==> src/rtl/alu_ops_pkg.sv <==
// alu_ops_pkg
//   Operation codes and FSM state encoding for the multicycle ALU. The ALU
//   control unit imports the same package, so each code is defined only here.
package alu_ops_pkg;

  localparam logic [3:0] ALU_AND     = 4'b0000;
  localparam logic [3:0] ALU_OR      = 4'b0001;
  localparam logic [3:0] ALU_NOR     = 4'b0010;
  localparam logic [3:0] ALU_ADD     = 4'b0011;
  localparam logic [3:0] ALU_SLL     = 4'b0100;
  localparam logic [3:0] ALU_SRL     = 4'b0101;
  localparam logic [3:0] ALU_LUI     = 4'b1000;
  localparam logic [3:0] ALU_ILLEGAL = 4'b1111;

  typedef enum logic {
    ST_IDLE  = 1'b0,
    ST_SHIFT = 1'b1
  } state_t;

  // True for the two codes that use the iterative shifter.
  function automatic logic is_shift_op(input logic [3:0] op);
    return (op == ALU_SLL) || (op == ALU_SRL);
  endfunction

endpackage

==> src/rtl/shift_iter_unit.sv <==
// shift_iter_unit
//   Iterative logical shifter: one bit per clock, zero fill.
//   Ports:
//     clk, reset   - clock, synchronous active-low reset
//     load         - capture value/amount/dir (takes priority over stepping)
//     dir          - 0 = left (SLL), 1 = right (SRL)
//     value        - operand to shift
//     amount       - number of one-bit steps
//     shifted      - register contents after the step the next edge performs
//     last_step    - the next edge performs the final step (counter 1 -> 0)
module shift_iter_unit #(
  parameter int DATA_WIDTH  = 32,
  parameter int SHAMT_WIDTH = 5
) (
  input  logic                   clk,
  input  logic                   reset,
  input  logic                   load,
  input  logic                   dir,
  input  logic [DATA_WIDTH-1:0]  value,
  input  logic [SHAMT_WIDTH-1:0] amount,
  output logic [DATA_WIDTH-1:0]  shifted,
  output logic                   last_step
);

  logic [DATA_WIDTH-1:0]  shift_reg;
  logic [SHAMT_WIDTH-1:0] count_reg;
  logic                   dir_reg;
  logic [DATA_WIDTH-1:0]  shift_left;
  logic [DATA_WIDTH-1:0]  shift_right;

  // One-bit shifts in both directions, zero filled at the vacated end.
  genvar gi;
  generate
    for (gi = 0; gi < DATA_WIDTH; gi++) begin : g_bit
      if (gi == 0) begin : g_lsb
        assign shift_left[gi] = 1'b0;
      end else begin : g_lmid
        assign shift_left[gi] = shift_reg[gi-1];
      end
      if (gi == DATA_WIDTH - 1) begin : g_msb
        assign shift_right[gi] = 1'b0;
      end else begin : g_rmid
        assign shift_right[gi] = shift_reg[gi+1];
      end
    end
  endgenerate

  assign shifted   = dir_reg ? shift_right : shift_left;
  assign last_step = (count_reg == SHAMT_WIDTH'(1));

  always_ff @(posedge clk) begin
    if (!reset) begin
      shift_reg <= '0;
      count_reg <= '0;
      dir_reg   <= 1'b0;
    end else if (load) begin
      shift_reg <= value;
      count_reg <= amount;
      dir_reg   <= dir;
    end else if (count_reg != '0) begin
      shift_reg <= shifted;
      count_reg <= count_reg - SHAMT_WIDTH'(1);
    end
  end

endmodule

==> src/rtl/alu_multicycle.sv <==
// alu_multicycle
//   Execute-stage ALU. AND/OR/NOR/ADD/LUI and zero-amount shifts finish one
//   cycle after the accepting edge; SLL/SRL with a nonzero amount run on the
//   iterative shifter and hold busy until the final step.
//   Ports:
//     clk, reset     - clock, synchronous active-low reset
//     start          - operation request, sampled only while idle
//     alu_operation  - 4-bit operation code from ALU control
//     a, b           - operands; b is the shifted operand
//     shamt          - shift amount
//     busy           - a multicycle shift is in progress
//     done           - one-cycle pulse, result/zero/illegal valid
//     result, zero   - registered result and result==0 flag
//     illegal        - last completed operation code was unsupported
module alu_multicycle
  import alu_ops_pkg::*;
#(
  parameter int DATA_WIDTH  = 32,
  parameter int SHAMT_WIDTH = 5
) (
  input  logic                   clk,
  input  logic                   reset,
  input  logic                   start,
  input  logic [3:0]             alu_operation,
  input  logic [DATA_WIDTH-1:0]  a,
  input  logic [DATA_WIDTH-1:0]  b,
  input  logic [SHAMT_WIDTH-1:0] shamt,
  output logic                   busy,
  output logic                   done,
  output logic [DATA_WIDTH-1:0]  result,
  output logic                   zero,
  output logic                   illegal
);

  state_t                state_reg;
  logic [DATA_WIDTH-1:0] op_result;
  logic                  op_illegal;
  logic                  op_is_shift;
  logic                  shift_load;
  logic [DATA_WIDTH-1:0] shift_value;
  logic                  shift_last;

  // Single-cycle result. Shift codes pass b through, which is the correct
  // answer for a zero shift amount; nonzero amounts go to the shifter.
  // Illegal codes yield zero so the zero flag is set along with illegal.
  always_comb begin
    op_result  = '0;
    op_illegal = 1'b0;
    case (alu_operation)
      ALU_AND: op_result = a & b;
      ALU_OR:  op_result = a | b;
      ALU_NOR: op_result = ~(a | b);
      ALU_ADD: op_result = a + b;
      ALU_LUI: op_result = b << 16;
      ALU_SLL,
      ALU_SRL: op_result = b;
      default: op_illegal = 1'b1;
    endcase
  end

  assign op_is_shift = is_shift_op(alu_operation);
  assign shift_load  = (state_reg == ST_IDLE) && start && op_is_shift &&
                       (shamt != '0);

  shift_iter_unit #(
    .DATA_WIDTH (DATA_WIDTH),
    .SHAMT_WIDTH(SHAMT_WIDTH)
  ) u_shift (
    .clk      (clk),
    .reset    (reset),
    .load     (shift_load),
    .dir      (alu_operation == ALU_SRL),
    .value    (b),
    .amount   (shamt),
    .shifted  (shift_value),
    .last_step(shift_last)
  );

  always_ff @(posedge clk) begin
    if (!reset) begin
      state_reg <= ST_IDLE;
      busy      <= 1'b0;
      done      <= 1'b0;
      result    <= '0;
      zero      <= 1'b0;
      illegal   <= 1'b0;
    end else begin
      done <= 1'b0;
      case (state_reg)
        ST_IDLE: begin
          if (start) begin
            if (shift_load) begin
              busy      <= 1'b1;
              state_reg <= ST_SHIFT;
            end else begin
              result  <= op_result;
              zero    <= (op_result == '0);
              illegal <= op_illegal;
              done    <= 1'b1;
            end
          end
        end
        ST_SHIFT: begin
          // shift_value is the register after this edge's step, so on the
          // final step it is the finished result.
          if (shift_last) begin
            result    <= shift_value;
            zero      <= (shift_value == '0);
            illegal   <= 1'b0;
            busy      <= 1'b0;
            done      <= 1'b1;
            state_reg <= ST_IDLE;
          end
        end
        default: state_reg <= ST_IDLE;
      endcase
    end
  end

endmodule

==> config.mk <==
export PLATFORM = sky130hd
export DESIGN_NAME = alu_multicycle
export DESIGN_NICKNAME = d
export VERILOG_FILES = /design/src/rtl/alu_ops_pkg.sv /design/src/rtl/shift_iter_unit.sv /design/src/rtl/alu_multicycle.sv
export SDC_FILE = /design/constraint.sdc
export NUM_CORES = 1
export LEC_CHECK = 0
export BUFFER_PORTS_ARGS = -buffer_cell sky130_fd_sc_hd__buf_2
export CAP_MARGIN = 30
export CORE_MARGIN = 1
export CORE_UTILIZATION = 40
export DETAILED_ROUTE_END_ITERATION = 16
export PLACE_DENSITY_LB_ADDON = 0.15
export REMOVE_ABC_BUFFERS = 1
export SYNTH_ARGS = -nofsm -noshare
export SYNTH_HDL_FRONTEND = slang
export SYNTH_SLANG_ARGS = --single-unit
==> constraint.sdc <==
create_clock -name clk -period 3.7 [get_ports clk]
set_input_delay 0.555 -clock clk [delete_from_list [all_inputs] [get_ports clk]]
set_output_delay 0.555 -clock clk [all_outputs]
set_load 0.01 [all_outputs]
==> results of run 1 <==
## through the flow
step / hold slack, ns / TNS, ns / utilization [%] / std cells
after floorplan: 0.476 / -187.07 / - / 997
after global placement: 0.438 / -0.367 / 50.2 / 1520
after detailed placement: 0.444 / -0.474 / 50.2 / 1520
after CTS: 0.453 / 0 / 52.0 / 1536
after global routing: 0.475 / -0.00543 / 52.4 / 1540
final: 0.456 / 0 / 52.4 / 1540
## metal layers
layer / share of wire (%) / vias up
met1: 44 / 4193
met5: 0 / -
li1: - / 4299
met3: 8.4 / 59
met4: 3.5 / 0
met2: 44 / 429
## critical path: cells and delay by family
family	cells	cell delay (ns)
compound gates	6	1.24
mux	1	0.17
buf+inv	7	0.89
fa+ha+maj	1	0.33
simple gates	3	0.64
## what timing repair did
item                                    in CTS  in global routing
resized for setup                            2                  8
pin swaps                                    1                 10
endpoints found under the setup margin       1                  1
buffers inserted                             0                  4
## power by group through the flow
stage / combinational [uW] / sequential [uW] / clock [uW]
2_1_floorplan: 1500 / 1150 / 0
3_3_place_gp: 2200 / 1180 / 0
3_5_place_dp: 2220 / 1180 / 0
4_1_cts: 2240 / 1160 / 990
5_1_grt: 2540 / 1190 / 1020
6_report: 2290 / 1170 / 990
## path summary, 6_finish.rpt
kind,end
worst max register to register,zero$_SDFFE_PN0P_
worst min register to register,result[11]$_SDFFE_PN0P_
worst min-delay path,result[11]$_SDFFE_PN0P_
worst max-delay path,zero$_SDFFE_PN0P_
## placed cells by master, fill, tap and decap left out, types with 8 or more instances in the layout
master	netlist	layout
a21oi_1	114	112
nor3_1	21	19
inv_1	76	76
or3_1	8	8
o221ai_1	15	15
a21boi_0	12	12
and2_1	9	9
nand4_1	23	23
nand2_1	103	103
xnor2_1	10	10
clkbuf_16	0	9
dfxtp_1	75	74
a22oi_1	9	9
mux2i_1	48	48
nor2b_1	38	38
buf_4	5	155
a21o_1	13	13
nand3_1	19	19
buf_2	12	111
ha_1	67	67
nand2b_1	11	10
o21ai_0	45	44
o211ai_1	16	16
nor2_1	86	86
a211oi_1	48	48
## cells by family (layout without fill, tap and decap cells)
| family | Yosys count | in the layout | share of synthesized area, % |
|---|---|---|---|
| DFF | 75 | 75 | 19.3 |
| adders and majority gates | 68 | 68 | 11.0 |
| AOI/OAI and AO/OA | 345 | 345 | 29.8 |
| and+or+nand+nor | 364 | 364 | 23.3 |
| muxes | 52 | 52 | 6.76 |
| xor gates and xnor gates | 15 | 15 | 1.69 |
| buffers and inverters | 154 | 361 | 8.08 |
## layout make-up
class | count | area (um^2) | share of cell area (%)
multi-input combinational | 844 | 5710 | 57.7
sequential | 75 | 1500 | 15.2
clock inverter | 6 | 90.1 | 0.911
tap | 260 | 325 | 3.29
timing repair buffer | 267 | 1740 | 17.6
clock buffer | 10 | 229 | 2.31
inverter | 78 | 293 | 2.96
==> results, run 1 <==
- The global routing's busiest layer is met2.
- Cells with a size suffix above 1 make up 24.8% of the layout.
- Ranked by total cell area, the synthesized netlist is headed by dfxtp_1 (19%), ha_1 (11%), a21oi_1 (7.3%), mux2i_1 (6.2%), nand2_1 (5.0%).
- For this run, the register share of the synthesized area comes to 19.3%.
- TritonCTS built the clock tree.
- The die outline width is 141 um.
- The number of hold buffers added after CTS was 0.
- The initial core utilization is 41.1%.
- The internal portion of total power is 2570 uW.
- Traced cell by cell, the critical path runs through buf_2, inv_1, ha_1, a21oi_2, buf_4, a211oi_1, buf_4, buf_4, o2111ai_1, nand3_1, buf_4, o21a_1, a31oi_1, buf_4, mux2i_1, nand2b_1, or3_1, o41ai_2.
- The clock network latency to the later pin of the worst-skew pair is 0.35 ns.
- The detail route stage leaves a number of antenna-violating nets equal to 0.
- From synthesis to final layout, the design area changed by 27.3%.
- The met3 track demand over resource in global routing is 3.95%.
- The worst pin sits at a relative slew slack of 25.7%.
- The setup path with the least slack is of type in2reg.
- The placed instances occupy a cell area of 0.00949 mm^2.
- The cell count of the worst hold path is 2.
- In this run the worst path has a maximum fanout of 3.
- In this run the deepest clock path goes through 2 buffers.
- The maximum resistive drop on vdd is 0.431 mV.
- The fmax is ~0.28 GHz.
- The endpoint arrival time on the critical path is 3.81 ns.
- The switching share of power is 42.3%.
- The die covers 0.0200 mm^2.
- The time the worst path needs with I/O delays and setup is 3.56 ns.
- The share of synthesized area in the top cell type comes to 19.3%.
- The post-synth design cell area is 0.00777 mm^2.
- In this run the vertical extent of the chip is 141 um.
- Clock-pin slew was measured on the worst setup and hold paths at about 0.06 ns.
- OpenSTA, run right after detailed placement, puts the worst setup slack at -0.424 ns.
- The number of iterations in the first detailed-routing pass is 6.
- The CTS buffer count is 9.
- The H-tree depth reported by CTS is 3.
- The global-route met2 utilization is 48.9%.
- The master cell of the clock root buffer is clkbuf_16.
- The post-detailed-route wirelength per cell is 20.3 um.
- The flow ran to the end, and the final reports show no timing, DRC or antenna violations.
- The biggest area contributor in the post-synthesis netlist is dfxtp_1.
- Data on the critical path is required at its endpoint by 3.95 ns.
- The final instance area is around 0.01 mm^2.
- In this run the static leakage power is 0.00449 uW.
- The post-detailed-route DRC marker count is 0.
- Summed over all nets, the switching power comes to 1880 uW.
- Counting flops with a built-in enable in the synthesized netlist gives 0.
- The worst setup path is launched from an input port.
- The net count of the finished layout is between 1000 and 1500.
- The total detailed-routing wirelength is between 30000 and 40000 um.
- The most used cell along the critical path is buf_4.
- The launch point of the critical path is a[2].
- The global placer's final weighted congestion is 0.958.
- The final worst-path cycle share is 96.2%.
- After technology mapping, the gate count stands at 1073.
- Dividing the detail-routed via count by the number of cells gives 5.83.
- The type of the worst min-delay path is reg2reg.
- The flip-flop cell with the highest count after synthesis is dfxtp_1.
- The core region is 0.0189 mm^2.
- The number of warning messages in the yosys log is 0.
- In this run the power density over the cells is 451 mW/mm^2.
- The filler cell count in the final layout is 1899.
- The total power after layout is 4460 uW.
- On the worst path, the slowest cell contributes a delay of ~0.38 ns.
- Setup violations remaining at the end of the flow were counted as 0.
- The number of synthesized register bits is 75.
- The portion of total power attributed to sequential cells is between 20% and 30%.
- The placed wire-length estimate is 24400 um.
- The origin of the worst min-delay path is result[11]$_SDFFE_PN0P_.
- The share of total power dissipated in combinational logic is 51.5%.
- The final worst clock skew is approximately 0.014 ns.
- The slowest stage of the critical path belongs to the cell or3_1.
- In the global route stage, met1 resource usage came out at 43.9%.
- The worst setup path is captured at a register.
- The transition time of the tightest slew-check pin is 1.11 ns.
- The number of antenna violations at the first check in global routing is 0.
- The distinct cell type count after synthesis is 80.
- Global routing finished with a remaining overflow of 0.
- Global routing used 31.3% of the available tracks.
- The first-pass GRT wire length is between 40000 and 50000 um.
- Counting every sink on the clock net gives 75.
- Buffers placed on the I/O ports in this run total ~110.
- The final count of pins violating max slew is 0.
- The register-to-register setup slack is around 0.50 ns.
- The via count of the first global-routing pass is between 8000 and 9000.
- The most frequent cell after synthesis is a21oi_1.
- The routed layout has 8980 vias.
- The clock network burns ~22% of the power.
- The starting DRC count in detailed routing is roughly 960.
- The final count of hold timing violations was 0.
- The startpoint identified for the worst register-to-register timing path is u_shift.count_reg[1]$_SDFFE_PN0P_.
- The worst path meets setup with 0.139 ns of slack.
- The top-level I/O count is ~110.
- The site row count is 50.
- The count of cells along the worst register-to-register path is 14.
- The number of max-cap violations is 0.
- Entering global routing, the biggest net connects 51 pins.
- In this run the mean area of a mapped cell was 7.24 um^2.
- After synthesis, the share of flip-flops with an asynchronous set or reset is 0%.
- The number of diodes added for antenna fixing is 0.
- Counting instances in the post-synthesis netlist gives the leading cell types as a21oi_1 (114), nand2_1 (103), nor2_1 (86).
No activity file was read; power rests on OpenSTA's default activity.
==> inputs of run 2 (changes only) <==
--- a/config.mk
+++ b/config.mk
@@ -8,7 +8,8 @@
 export BUFFER_PORTS_ARGS = -buffer_cell sky130_fd_sc_hd__buf_2
 export CAP_MARGIN = 30
 export CORE_MARGIN = 1
-export CORE_UTILIZATION = 40
+export CORE_UTILIZATION = 50
+export CTS_BUF_LIST = sky130_fd_sc_hd__clkbuf_4 sky130_fd_sc_hd__clkbuf_8
 export DETAILED_ROUTE_END_ITERATION = 16
 export PLACE_DENSITY_LB_ADDON = 0.15
 export REMOVE_ABC_BUFFERS = 1
==> results, run 2 (synthesis gave the netlist of run 1 again) <==
- The post-route non-filler standard cell count is around 1400.
- The master cell of the clock root buffer is clkbuf_8.
- Entering global routing, the biggest net connects 75 pins.
- After clock tree synthesis, the clock-pin slew on the worst setup and hold paths is 0.08 ns.
- Counting every sink on the clock net gives 75.
- Of the available clock period, the critical path in the final layout requires just over 90%.
- Power spread over the standard cell area amounts to about 440 mW/mm^2.
- The startpoint identified for the worst register-to-register timing path is u_shift.count_reg[1]$_SDFFE_PN0P_.
- The cell family contributing the most delay on the critical path is simple AND/OR/NAND/NOR gates.
- The analysis attributes to cell leakage a power of ~0.0041 uW.
- The final instance area is 0.00923 mm^2.
- After detailed routing, the total wire length is 29700 um.
- The final number of setup-violating endpoints is 0.
- The maximum resistive drop on vdd is 0.285 mV.
- The worst-path maximum fanout is 2.
- The global placer's final weighted congestion is approximately 1.0.
- The via count of the first global-routing pass is 8064.
- The global router's overall resource usage is between 30% and 40%.
- In this run the most critical hold path is launched from result[11]$_SDFFE_PN0P_.
- For hold timing, the worst endpoint is result[11]$_SDFFE_PN0P_.
- The number of diodes added for antenna fixing is 0.
- On the worst path, the slowest cell contributes a delay of around 0.38 ns.
- The count of cells along the worst register-to-register path is 11.
- The placed wire-length estimate is 23300 um.
- The number of I/O port buffers is 111.
- The final count of pins violating max slew came to 0.
- The total negative slack is 0 ns.
- Setup repair after global routing left no endpoint under its margin.
- The number of instances resized during post-cts repair is 0.
- For this configuration, the core starts out at a cell density of 51.1%.
- Among all stages on the critical path, the largest delay is contributed by fa_1.
- The number of antenna-violating nets in the routed design is 0.
- Hold timing on the final database bottoms out at a slack of 0.451 ns.
- Relative to the synthesized area, the layout overhead comes to 18.7%.
- The number of antenna violations at the first check in global routing is 0.
- Hold repair after CTS inserted 0 buffers.
- After layout, the design draws a total of 4040 uW.
- The most common cell after layout, fill and taps aside is a21oi_1.
- 112 I/O pins were placed.
- The net count of the finished layout is 1361.
- The first-pass GRT wire length is 45500 um.
- Together, buffers and inverters on the worst path number 3.
- Once placement completed, the tool counted placed cells totaling 1394.
- In the layout the commonest cells are a21oi_1 (113), buf_2 (111), nand2_1 (103).
- The number of buffers added for setup after CTS is 0.
- For this block, the initial DRC count from the detailed router was 1079.
- The number of buffers on the longest clock path is 2.
- The tightest min-delay check is of the reg2reg type.
- Dividing the detail-routed via count by the number of cells gives 6.31.
- The core region is 0.0152 mm^2.
- The signal on the critical path passes through buf_2, ha_1, inv_1, fa_1, buf_4, xnor2_1, mux2i_1, o31ai_1, a2111oi_2, nand4_1, nor4_1, nand4_1, nor4_1, nand4b_1, o41ai_2.
- The final worst clock skew is 0.00616 ns.
- The transition time of the tightest slew-check pin is 0.865 ns.
- The post-route netlist has 20.6% of its cells at a drive strength greater than 1.
- For this run, design rule violations remaining after detail routing come to 0.
- TritonCTS built the clock tree.
- The critical path in this run is classified as in2reg.
- The die outline width is 127 um.
- The area enclosed by the die boundary is 0.0160 mm^2.
- For this run the aggregate overflow at the end of global routing stands at 0.
- In this run the vertical extent of the chip is 127 um.
- The capture point of the worst reg-to-reg path is zero$_SDFFE_PN0P_.
- The routed via count is 8898.
- The startpoint class of the critical path is an input port.
- The run finished with clean final reports.
- After detailed placement, the total cell area comes to approximately 0.0090 mm^2.
- Across all register-to-register paths, the minimum setup slack is 0.28 ns.
- The number of clock buffers added by TritonCTS is 9.
- The final count of hold timing violations is 0.
- The headroom to the max-slew limit is a little over two fifths.
- The capturing element type of the critical path is a register.
- The critical path data required time is 3.97 ns.
- The endpoint arrival time on the critical path is 3.71 ns.
- After detailed routing, the average wire length per cell comes to between 20 and 25 um.
- The H-tree depth reported by CTS is 3.
- The number of iterations in the first detailed-routing pass is 6.
- The time the worst path needs with I/O delays and setup is approximately 3.4 ns.
- Along the worst hold path, the cell count comes to 2.
- For this run, the top clock speed supported by timing is 0.291 GHz.
- The site row count is 45.
- The number of max-cap violations is 0.
- At the later pin of the worst-skew pair, clock insertion delay measures between 0.3 and 0.4 ns.
-- run 2: cell types whose count changed in the layout (fill, tap and decap cells not counted), sizes merged --
cell,previous run,this run
clkinvlp,1,4
bufinv,2,1
buf,267,209
clkinv,4,2
-- run 2: cell type report --
| cell class | instances | area, um^2 |
|---|---|---|
| clock buffers | 10 | 138 |
| multi-input cells | 844 | 5670 |
| inverters | 78 | 293 |
| flip-flops and latches | 75 | 1500 |
| well taps | 188 | 235 |
| repair buffers | 209 | 1330 |
| clock inverters | 6 | 65.1 |
| fillers | 1515 | 5970 |
-- run 2: worst max path at each step --
stage,endpoint,startpoint,cells past startpoint,slack (ns)
floorplan,result[30]$_SDFFE_PN0P_,state_reg$_SDFF_PN0_,5,-3.59
global placement,zero$_SDFFE_PN0P_,a[0],15,-0.09
detailed placement,zero$_SDFFE_PN0P_,a[0],15,-0.12
CTS,zero$_SDFFE_PN0P_,a[0],15,0.24
global route,zero$_SDFFE_PN0P_,b[6],14,0.04
finish,zero$_SDFFE_PN0P_,a[0],15,0.26
-- run 2: stage by stage --
step                setup slack (ns)  util (%)
detailed placement            -0.116      59.3
floorplan                      -3.59         -
finish                         0.261      60.7
global route                  0.0431      60.7
global placement             -0.0865      59.3
CTS                            0.241      60.6
-- run 2: tightest hold or removal path, stage by stage, from the launching register on --
cell,delay (ns)
dfxtp_1,0.31
nand2_1,0.05
a21oi_1,0.05
-- run 2: power by group --
part           internal (uW)  switching (uW)
clock network            328             328
logic                    912            1300
registers               1010             161
-- run 2: layer usage --
metal | wire length (um) | part of all wire (%) | vias up | track usage (%)
met5 | 0 | 0 | - | 0
met4 | 1470 | 4.9 | 0 | 16.5
met3 | 3000 | 10 | 80 | 7.09
met2 | 12700 | 43 | 505 | 57.0
met1 | 12500 | 42 | 4138 | 50.2
li1 | - | - | 4175 | -
==> inputs of run 3 (changes only) <==
==> constraint.sdc (replaced) <==
create_clock -name clk -period 3.77 [get_ports clk]
set_input_delay 0.5655 -clock clk [delete_from_list [all_inputs] [get_ports clk]]
set_output_delay 0.5655 -clock clk [all_outputs]
set_load 0.01 [all_outputs]
==> results, run 3 (synthesis gave the netlist of run 1 again) <==
- The flow ran to the end, and the final reports show no timing, DRC or antenna violations.
- The aggregate global routing overflow is 0.
- The die is 127 um tall.
- The critical path capture point is zero$_SDFFE_PN0P_.
- The first global-routing pass estimated around 46000 um of wire.
- The routed layout has ~9000 vias.
- The number of antenna-violating nets in the routed design is 0.
- The clock network latency to the later pin of the worst-skew pair is between 0.3 and 0.4 ns.
- The final count of pins violating max slew is 0.
- Entering global routing, the biggest net connects 76 pins.
- The type of the worst setup path is in2reg.
- The time the worst path needs with I/O delays and setup is approximately 3.5 ns.
- The number of max-cap violations is 0.
- The startpoint class of the critical path is an input port.
- The share of layout cells above drive strength 1 is 19.9%.
- The finished layout holds 1397 standard cells, fillers aside.
- After clock tree synthesis, the setup repair step added 0 buffers.
- The global router's overall resource usage is 37.5%.
- The number of I/O port buffers is 111.
- The transition time of the tightest slew-check pin is 0.978 ns.
- The final count of hold timing violations came to 0.
- The clock-pin slew reported for the worst setup and hold paths after clock tree synthesis is 0.08 ns.
- The cell count of the worst hold path is 2.
- The launching point of the worst reg2reg path is u_shift.count_reg[1]$_SDFFE_PN0P_.
- The headroom to the max-slew limit is roughly 35%.
- Relative to the synthesized area, the layout overhead comes to 17.4%.
- For this run, design rule violations remaining after detail routing come to 0.
- For the worst flop-to-flop path, the logic depth is 12.
- The number of diodes added for antenna fixing is 0.
- Once placement completed, the tool counted placed cells totaling 1381.
- The placed wire-length estimate is 23200 um.
- The starting DRC count in detailed routing is 1054.
- Clock tree synthesis selected as its root buffer the cell clkbuf_8.
- For this configuration, the core starts out at a cell density of 51.1%.
- The region available for standard cell placement spans 0.0152 mm^2.
- The total negative slack is 0 ns.
- Static timing analysis puts the maximum clock frequency at between 0.2 and 0.3 GHz.
- The maximum resistive drop on vdd is 0.446 mV.
- STA classifies the critical path endpoint as a register.
- The mean number of vias per cell is 6.43.
- The cell area after placement is 0.00889 mm^2.
- At the end of routability-driven placement, the weighted congestion stood at 1.04.
- The number of buffers added to fix hold violations after cts is 0.
- The most common cell after layout, fill and taps aside is a21oi_1.
- The leakage power figure is 0.00410 uW.
- The die outline width is 127 um.
- In this run the worst path has a maximum fanout of 10.
- The number of iterations in the first detailed-routing pass is 6.
- The top-level I/O count is 112.
- The type of the worst min-delay path is reg2reg.
- Setup violations remaining at the end of the flow were counted as 0.
- The post-detailed-route wirelength per cell is 21.4 um.
- The via count of the first global-routing pass is 8102.
- TritonCTS created 9 clock buffers.
- The site row count is 45.
- The final worst-path cycle share is 92.9%.
- The H-tree generated during clock tree synthesis spans 3 levels.
- The layout has 1470 filler cells.
- The clock arrives with 0.00849 ns of skew.
- The longest clock path from root to sink contains 2 buffers.
- The number of antenna violations at the first check in global routing came to 0.
- STA puts the critical path data required time at 4.05 ns.
- The net count of the finished layout is 1348.
- Post-CTS repair changed the size of 0 cells.
- The die covers 0.0160 mm^2.
- The register-to-register setup slack is between 0.5 and 0.6 ns.
- The endpoint identified for the worst register-to-register timing path is zero$_SDFFE_PN0P_.
- The endpoint arrival time on the critical path is 3.78 ns.
- The top cell types in the final layout, fill and taps aside, are a21oi_1 (113), buf_2 (111), nand2_1 (103).
- TritonCTS built the clock tree.
- Setup repair after global routing left no endpoint under its margin.
- CTS saw 75 sinks.
- The launch point of the critical path is b[6].
- Summing all non-filler instances in the final layout gives an area of 0.00913 mm^2.
- Power spread over the standard cell area amounts to about 440 mW/mm^2.
- The total detailed-routing wirelength is 29900 um.
==> run 3: cell count changes in the layout (fill, tap and decap cells not counted) <==
cell and delta:
o31ai_2 +1, nor4_2 +1, nor4_1 -1, bufinv_16 +1, o31ai_4 -1, buf_4 -11, clkinvlp_4 -4, clkbuf_4 +2
clkinv_4 +1, buf_12 -2
==> run 3: how the worst min path moves through the flow <==
stage / start / end / slack (ns)
5_1_grt: shamt[3] / u_shift.count_reg[3]$_SDFFE_PN0P_ / 0.47
2_1_floorplan: result[17]$_SDFFE_PN0P_ / result[17]$_SDFFE_PN0P_ / 0.48
3_5_place_dp: result[11]$_SDFFE_PN0P_ / result[11]$_SDFFE_PN0P_ / 0.44
3_3_place_gp: result[9]$_SDFFE_PN0P_ / result[9]$_SDFFE_PN0P_ / 0.44
6_report: result[11]$_SDFFE_PN0P_ / result[11]$_SDFFE_PN0P_ / 0.45
4_1_cts: result[11]$_SDFFE_PN0P_ / result[11]$_SDFFE_PN0P_ / 0.45
==> run 3: final cells by class <==
cell class              count  area, um^2  share of cell area, %
flip-flops and latches     75        1500                   16.5
well taps                 188         235                   2.58
inverters                  78         293                   3.21
repair buffers            196        1210                   13.2
clock buffers              12         153                   1.67
multi-input cells         844        5660                   62.1
clock inverters             4        73.8                  0.809
==> run 3: power by group <==
| group | switching, uW | internal, uW | leakage [uW] |
|---|---|---|---|
| sequential | 159 | 987 | 0.000615 |
| clock | 317 | 406 | 0.000117 |
| combinational | 1280 | 863 | 0.00337 |
==> run 3: through the flow <==
stage	util, %	total power, uW	hold WS [ns]	setup WS, ns
2_1_floorplan	-	2600	0.476	-3.52
3_3_place_gp	58.5	3220	0.438	-0.200
3_5_place_dp	58.5	3240	0.440	-0.221
4_1_cts	60.0	3980	0.451	0.139
5_1_grt	60.0	4290	0.468	0.0494
6_report	60.0	4020	0.449	0.269
==> run 3: worst max-delay path: stages <==
cell	delay, ns
buf_2	0.13
inv_1	0.06
ha_1	0.48
nand4_1	0.21
a211oi_1	0.23
buf_4	0.17
o2111ai_1	0.18
nand3_1	0.20
xor2_1	0.10
a221oi_2	0.39
nand4_1	0.16
nor4_2	0.37
nand4b_1	0.16
o41ai_2	0.34
==> run 3: per-layer routing <==
metal | share of wire, % | vias to the layer above | track usage [%] | routed length (um)
li1 | - | 4152 | - | -
met1 | 43 | 4222 | 50.9 | 12700
met2 | 43 | 526 | 58.4 | 13000
met3 | 9.2 | 89 | 5.53 | 2750
met4 | 4.7 | 0 | 17.6 | 1420
met5 | 0 | - | 0 | 0
